**src/rtl/mic3_spi_responder.sv**
```systemverilog
// Pmod MIC3 ADC emulator: SPI responder that shifts LEAD_ZEROS zeros then the held
// sample, MSB first, on each CS-low frame. SCLK and CS are oversampled in the clk domain.
module mic3_spi_responder #(
    parameter int DATA_BITS   = 12,
    parameter int LEAD_ZEROS  = 4,
    parameter int SYNC_STAGES = 2
) (
    input  logic                 clk,
    input  logic                 rst,
    input  logic [DATA_BITS-1:0] sample,
    input  logic                 sample_valid,
    input  logic                 SPI_SCLK,
    input  logic                 CS,
    output logic                 MISO,
    output logic                 miso_oe,
    output logic                 busy,
    output logic                 frame_done,
    output logic                 frame_abort,
    output logic                 stale
);
    localparam int FRAME_BITS = LEAD_ZEROS + DATA_BITS;
    localparam int CNT_W      = $clog2(FRAME_BITS);

    typedef enum logic [1:0] {IDLE, SHIFT, WAIT_CS} state_t;

    state_t                  state;
    logic [SYNC_STAGES-1:0]  sclk_sync;
    logic [SYNC_STAGES-1:0]  cs_sync;
    logic [SYNC_STAGES-1:0]  sync_fill;
    logic                    sclk_d;
    logic                    cs_d;
    logic [DATA_BITS-1:0]    hold;
    logic                    fresh;
    logic                    armed;
    logic [FRAME_BITS-1:0]   shreg;
    logic [CNT_W-1:0]        bit_cnt;

    logic sclk_s, cs_s, sclk_fall, cs_fall, cs_rise, sync_ready;
    logic [FRAME_BITS-1:0] frame_word;

    assign sclk_s     = sclk_sync[SYNC_STAGES-1];
    assign cs_s       = cs_sync[SYNC_STAGES-1];
    assign sclk_fall  = sclk_d & ~sclk_s;
    assign cs_fall    = cs_d & ~cs_s;
    assign cs_rise    = ~cs_d & cs_s;
    // The reset value of the CS chain is not a real observation of the pin, so
    // arming waits until the chain has been refilled from the input.
    assign sync_ready = sync_fill[SYNC_STAGES-1];
    assign frame_word = FRAME_BITS'(hold);

    always_ff @(posedge clk or posedge rst) begin
        if (rst) begin
            state       <= IDLE;
            sclk_sync   <= '1;
            cs_sync     <= '1;
            sync_fill   <= '0;
            sclk_d      <= 1'b1;
            cs_d        <= 1'b1;
            hold        <= '0;
            fresh       <= 1'b0;
            armed       <= 1'b0;
            shreg       <= '0;
            bit_cnt     <= '0;
            MISO        <= 1'b0;
            miso_oe     <= 1'b0;
            busy        <= 1'b0;
            frame_done  <= 1'b0;
            frame_abort <= 1'b0;
            stale       <= 1'b0;
        end else begin
            sclk_sync   <= {sclk_sync[SYNC_STAGES-2:0], SPI_SCLK};
            cs_sync     <= {cs_sync[SYNC_STAGES-2:0], CS};
            sync_fill   <= {sync_fill[SYNC_STAGES-2:0], 1'b1};
            sclk_d      <= sclk_s;
            cs_d        <= cs_s;
            frame_done  <= 1'b0;
            frame_abort <= 1'b0;

            if (cs_s && sync_ready)
                armed <= 1'b1;

            case (state)
                IDLE: begin
                    miso_oe <= 1'b0;
                    if (cs_fall && armed) begin
                        state   <= SHIFT;
                        shreg   <= frame_word;
                        MISO    <= frame_word[FRAME_BITS-1];
                        miso_oe <= 1'b1;
                        busy    <= 1'b1;
                        bit_cnt <= '0;
                        stale   <= ~fresh;
                        fresh   <= 1'b0;
                        armed   <= 1'b0;
                    end
                end
                SHIFT: begin
                    if (cs_rise) begin
                        state       <= IDLE;
                        MISO        <= 1'b0;
                        miso_oe     <= 1'b0;
                        busy        <= 1'b0;
                        frame_abort <= 1'b1;
                    end else if (sclk_fall) begin
                        if (bit_cnt == CNT_W'(FRAME_BITS - 1)) begin
                            state      <= WAIT_CS;
                            MISO       <= 1'b0;
                            miso_oe    <= 1'b0;
                            busy       <= 1'b0;
                            frame_done <= 1'b1;
                        end else begin
                            shreg   <= shreg << 1;
                            bit_cnt <= bit_cnt + 1'b1;
                            MISO    <= shreg[FRAME_BITS-2];
                        end
                    end
                end
                WAIT_CS: begin
                    if (cs_rise)
                        state <= IDLE;
                end
                default: state <= IDLE;
            endcase

            // A strobe coinciding with frame start refreshes the hold register for the next frame.
            if (sample_valid) begin
                hold  <= sample;
                fresh <= 1'b1;
            end
        end
    end
endmodule

```
**config.mk**
```make
export PLATFORM = sky130hd
export DESIGN_NAME = mic3_spi_responder
export DESIGN_NICKNAME = d
export VERILOG_FILES = /design/src/rtl/mic3_spi_responder.sv
export SDC_FILE = /design/constraint.sdc
export NUM_CORES = 1
export LEC_CHECK = 0
export CAP_MARGIN = 0
export CORE_MARGIN = 10
export CORE_UTILIZATION = 25
export DETAILED_ROUTE_END_ITERATION = 10
export GPL_ROUTABILITY_DRIVEN = 0
export GPL_TIMING_DRIVEN = 0
export SLEW_MARGIN = 25
export SYNTH_ARGS = -nofsm -noshare
export SYNTH_HDL_FRONTEND = slang
export SYNTH_SLANG_ARGS = --single-unit
```
**constraint.sdc**
```tcl
create_clock -name clk -period 2.05 [get_ports clk]
set_input_delay 0.3075 -clock clk [delete_from_list [all_inputs] [get_ports clk]]
set_output_delay 0.3075 -clock clk [all_outputs]
set_load 0.005 [all_outputs]
```
Yosys cells after proc, flatten, opt, wreduce, memory -nomap -nowiden
Cells that the tools add are included.

Reduce and logical (&&, ||, !) cells: 13. Muxes and demuxes: 39. Add/sub/neg operators: 1. Equality and inequality tests: 10. Bitwise logic cells: 7.

Operators with widths (count): two-way mux 15 bit (4); case mux 15 bit (2 select lines) (1); two-way mux 1 bit (20); two-way mux 4 bit (4); two-way mux 2 bit (5); != test 2 bit, second input constant (5); case mux 4 bit (2 select lines) (1); AND reduction 4 bit (2); != test 3 bit, second input constant (2); case mux 1 bit (2 select lines) (3); case mux 2 bit (3 select lines) (1); AND reduction 3 bit (2); nonzero test 2 bit (3); AND reduction 5 bit (1); adder 4 x 1 -> 4 bit, second input constant (1); == test 4 bit, second input constant (1); NOT 1 bit (4); AND reduction 2 bit (2); AND 1 bit (3); == test 2 x 1 -> 1 bit, second input constant (1); == test 2 bit, second input constant (1); logical AND 1 bit (2); zero test 2 bit (1).

Output and inout port bits: 6. Input port bits: 17. Register bits after elaboration: 49.

Logic depth before layout (Yosys ltp)
Depth after elaboration: 6. Gate-level depth with buffers: 7. Mapped depth without buffers: 5.

Least setup slack after synthesis
OpenSTA, ideal clock, no wires.

Kind: register to register. From: register bit_cnt[0]. To: register shreg[1]. Setup time: 0.126 ns. Path slack: 0.576 ns. Path buffers: 2. Arrival time: 1.348 ns. Cell stages (with the launch flop): 8. Data required time: 1.924 ns. Clock period less this slack: 1.474 ns. Cells stage by stage: dfrtp_1 -> ha_1 -> nand3_1 -> and4_4 -> buf_6 -> buf_6 -> nor3_1 -> a21oi_2.

Longest elaborated chain between the ends: 3.

Ends and longest elaborated chain: start: declaration (RTL line 36) `logic [CNT_W-1:0] bit_cnt;`; start signal: assignment (RTL line 113) `bit_cnt <= bit_cnt + 1'b1;`; == test 4 bit (RTL line 105) `if (bit_cnt == CNT_W'(FRAME_BITS - 1)) begin`; != test 2 bit (no line); AND reduction 5 bit (no line); end signal: assignment (RTL line 87) `shreg <= frame_word;`; end signal: assignment (RTL line 112) `shreg <= shreg << 1;`; end: declaration (RTL line 35) `logic [FRAME_BITS-1:0] shreg;`.

No other way between the ends. A chain may end at the register's enable or synchronous reset.

Worst setup path after layout
From: register cs_d. To: register bit_cnt[0].

Longest elaborated chain between the ends: 4. Elaborated cells on any way between the ends: 7.

Ends and longest elaborated chain: start: declaration (RTL line 31) `logic cs_d;`; start signal: assignment (RTL line 75) `cs_d <= cs_s;`; AND 1 bit / NOT 1 bit (equally long branches) (RTL line 44, 45); logical AND 1 bit / AND 1 bit (equally long branches) (RTL line 85, 45); != test 2 bit (no line); AND reduction 5 bit (no line) (*).

Mark *: on every way between the ends. The rest lies on a longest branch, timed or not.

==> impl_metrics.toml <==
[status]
status = "finished clean"

[synth]
synth_warnings = 0
yosys.area.top_type = "dfrtp_1"
syn_avg_cell_area_um2 = 13.0
synth-seq-area-share = 0.612
ys_seq_elements = 49
syn-num-nets = 173
syn_area_um2 = 2020
synth_cell_types = 31
yosys-top-cells-area = "dfrtp_1, dfstp_2, mux2_2"
netlist.area_leader.share = 0.534
synth_cells = 155

[grt]
grtUsageTotal = 0.0666
grt_max_degree = 31
grt_pass1_wl_mm = 6.35
grt_pass1_vias = 1354
overflow = 0
antenna_found_initial = 0

[clock_tree]
h-tree-depth = 2
cts_buffer_depth = 2
cts_tree = "yes"
path_clk_slew_ns = 0.09
ctsHoldBuffers = 0
worst_skew_pair.late_latency_ns = 0.30
ctsResizeCount = 0
cts_buffers = 5
postCtsSetupRepairBufs = 0
clockRootBuffer = "clkbuf_8"
cts_sinks = 49

[setup_path]
crit_path_frequent_cell = "nor2_1"
crit_slowest_cell = "dfstp_2"
arrival_ns = 1.89
startpoint_type = "flop"
ff2ff_path_depth = 4
endpoint_kind = "flop"
crit_chain = "nand4bb_1 > nor2_1 > nor2_1 > mux2_2"
worstSetupPathType = "reg -> reg"
required_ns = 2.23
critPathMaxStageDelay_ns = 0.54
r2r_slack_ns = 0.34
r2r_end = "bit_cnt[0]"
path_max_fanout = 7
r2r-start = "cs_d"

[route]
wl_per_cell_um = 13.3
totalWireLength_mm = 3.84
ant_nets = 0
dr.first_iter.drc_count = 32
first_pass_iters = 4
num_vias = 1288
drc_errors = 0
vias_per_cell = 4.47

[timing]
skew_ns = 0.00799
rsz0062_at_grt = "no"
maxSlewHeadroom = 0.622
hold_viol_final = 0
slew_violations = 0
finalSetupTns_ns = 0
tightest_slew_ns = 0.567
period_share = 0.832
setup_violations = 0
fmax_mhz = 586
whs_ns = 0.322
fin_crit_ns = 1.71

[floorplan]
ios = 23
rows = 32
dieHeight_um = 110
dieArea_um2 = 12100
die_w_um = 110
start_util = 0.260
design.core.area_um2 = 7770

[cells_and_area]
area_growth_pct = 22.9
seqCellArea_um2 = 1230
postLayoutCoreUtil = 0.319
final_layout_size_suffix_gt1_frac = 0.253
antenna_cells = 0
fillCellCount = 803
fin_nets = 203
multiInputGateArea_um2 = 708

[power]
power.leakage_nw = 1.01
ir_worst_vdd_mv = 0.435
power_density_nw_per_um2 = 1040
finalPower_w = 0.00257

[job]
maxCapViolations = 0

[place]
dp_hpwl_mm = 2.72
port_buffers = 22

[worst_hold_path]
hold_path_class = "in -> async"
## placed cells by master, fill, tap and decap left out, types with 2 or more instances in the layout
cell             instances
buf_2                    2
nor3_1                  11
mux2_2                  13
dfrtp_1                 43
o21ai_0                  6
nand4_1                  2
nor2_1                   4
dfstp_2                  6
clkbuf_8                 6
a22o_1                   4
a31oi_1                  4
nand2_1                  6
clkdlybuf4s50_1         22
a21oi_1                  5
inv_1                    3
mux2i_1                 12
nand3_1                  2
buf_6                    4
a21oi_2                 10
nand2b_1                 3
nor2b_1                  2
## registers in the layout, indices dropped and copies added, names as in the netlist, 2 cells and up
signal,count
bit_cnt,4
cs_sync,2
hold,12
sclk_sync,2
shreg,15
state,2
sync_fill,2
## logic make-up (layout without fill, tap and decap cells)
| logic type | count (synthesis) | after routing | synth area share |
|---|---|---|---|
| AOI/OAI and AO/OA | 31 | 31 | 0.109 |
| adders and majority gates | 1 | 1 | 0.00621 |
| buffers and inverters | 11 | 42 | 0.0366 |
| DFF | 49 | 49 | 0.612 |
| muxes | 25 | 25 | 0.132 |
| other | 1 | 1 | 0.00186 |
| and+or+nand+nor | 37 | 37 | 0.102 |
## Yosys cell counts
library cell	count
a41oi_1	1
mux2i_1	12
and2_1	1
ha_1	1
and4_4	1
nor3_1	11
a22o_1	4
inv_1	4
buf_2	2
a21oi_2	10
or2_1	1
nand4bb_1	1
conb_1	1
a21o_1	1
nor2_1	4
nand3_1	2
or2_4	1
mux2_2	13
a21oi_1	5
nand2_1	6
nor2b_2	1
o21ai_0	6
buf_1	1
nor3b_1	1
dfstp_2	6
nand2b_1	3
a31oi_1	4
nor2b_1	2
nand4_1	2
buf_6	4
dfrtp_1	43
## cell type report
cell class	count	share of cell area
repair buffers	23	0.0970
clock inverters	1	0.00303
clock buffers	7	0.0348
well taps	102	0.0515
inverters	4	0.00606
flip-flops and latches	49	0.498
multi-input cells	95	0.286
plain buffers	7	0.0237
## stage by stage
step	worst slack, ns	instances	area, µm²
floorplan	0.576	155	2020
global placement	-0.368	279	2360
detailed placement	0.0767	280	2380
CTS	0.301	288	2480
global route	0.178	288	2480
finish	0.345	288	2480
## power breakdown
| group | internal [W] | switching (W) |
|---|---|---|
| Clock | 0.000275 | 0.000314 |
| Combinational | 0.000344 | 0.000319 |
| Sequential | 0.00119 | 0.000133 |
## critical path: cells and delay by family, from the launching register on
family | cells | cell delay, ns
DFF | 1 | 0.54
and+or+nand+nor | 3 | 0.76
muxes | 1 | 0.30
## per-layer routing
layer | wire, µm | vias to the layer above | GRT usage
li1 | - | 613 | -
met1 | 1870 | 637 | 0.0868
met2 | 1740 | 33 | 0.103
met3 | 187 | 5 | 0.0199
met4 | 42 | 0 | 0.0223
met5 | 0 | - | 0
## how the worst max path moves through the flow
stage | from | endpoint | slack [ns] | depth (start not counted)
4_1_cts | cs_d | bit_cnt[0] | 0.30 | 4
6_report | cs_d | bit_cnt[0] | 0.34 | 4
5_1_grt | cs_d | shreg[2] | 0.18 | 5
3_5_place_dp | sample_valid | hold[9] | 0.08 | 3
2_1_floorplan | rst | MISO | 0.58 | 1
3_3_place_gp | rst | MISO | -0.37 | 2
Power figures use the tool's default switching activity.
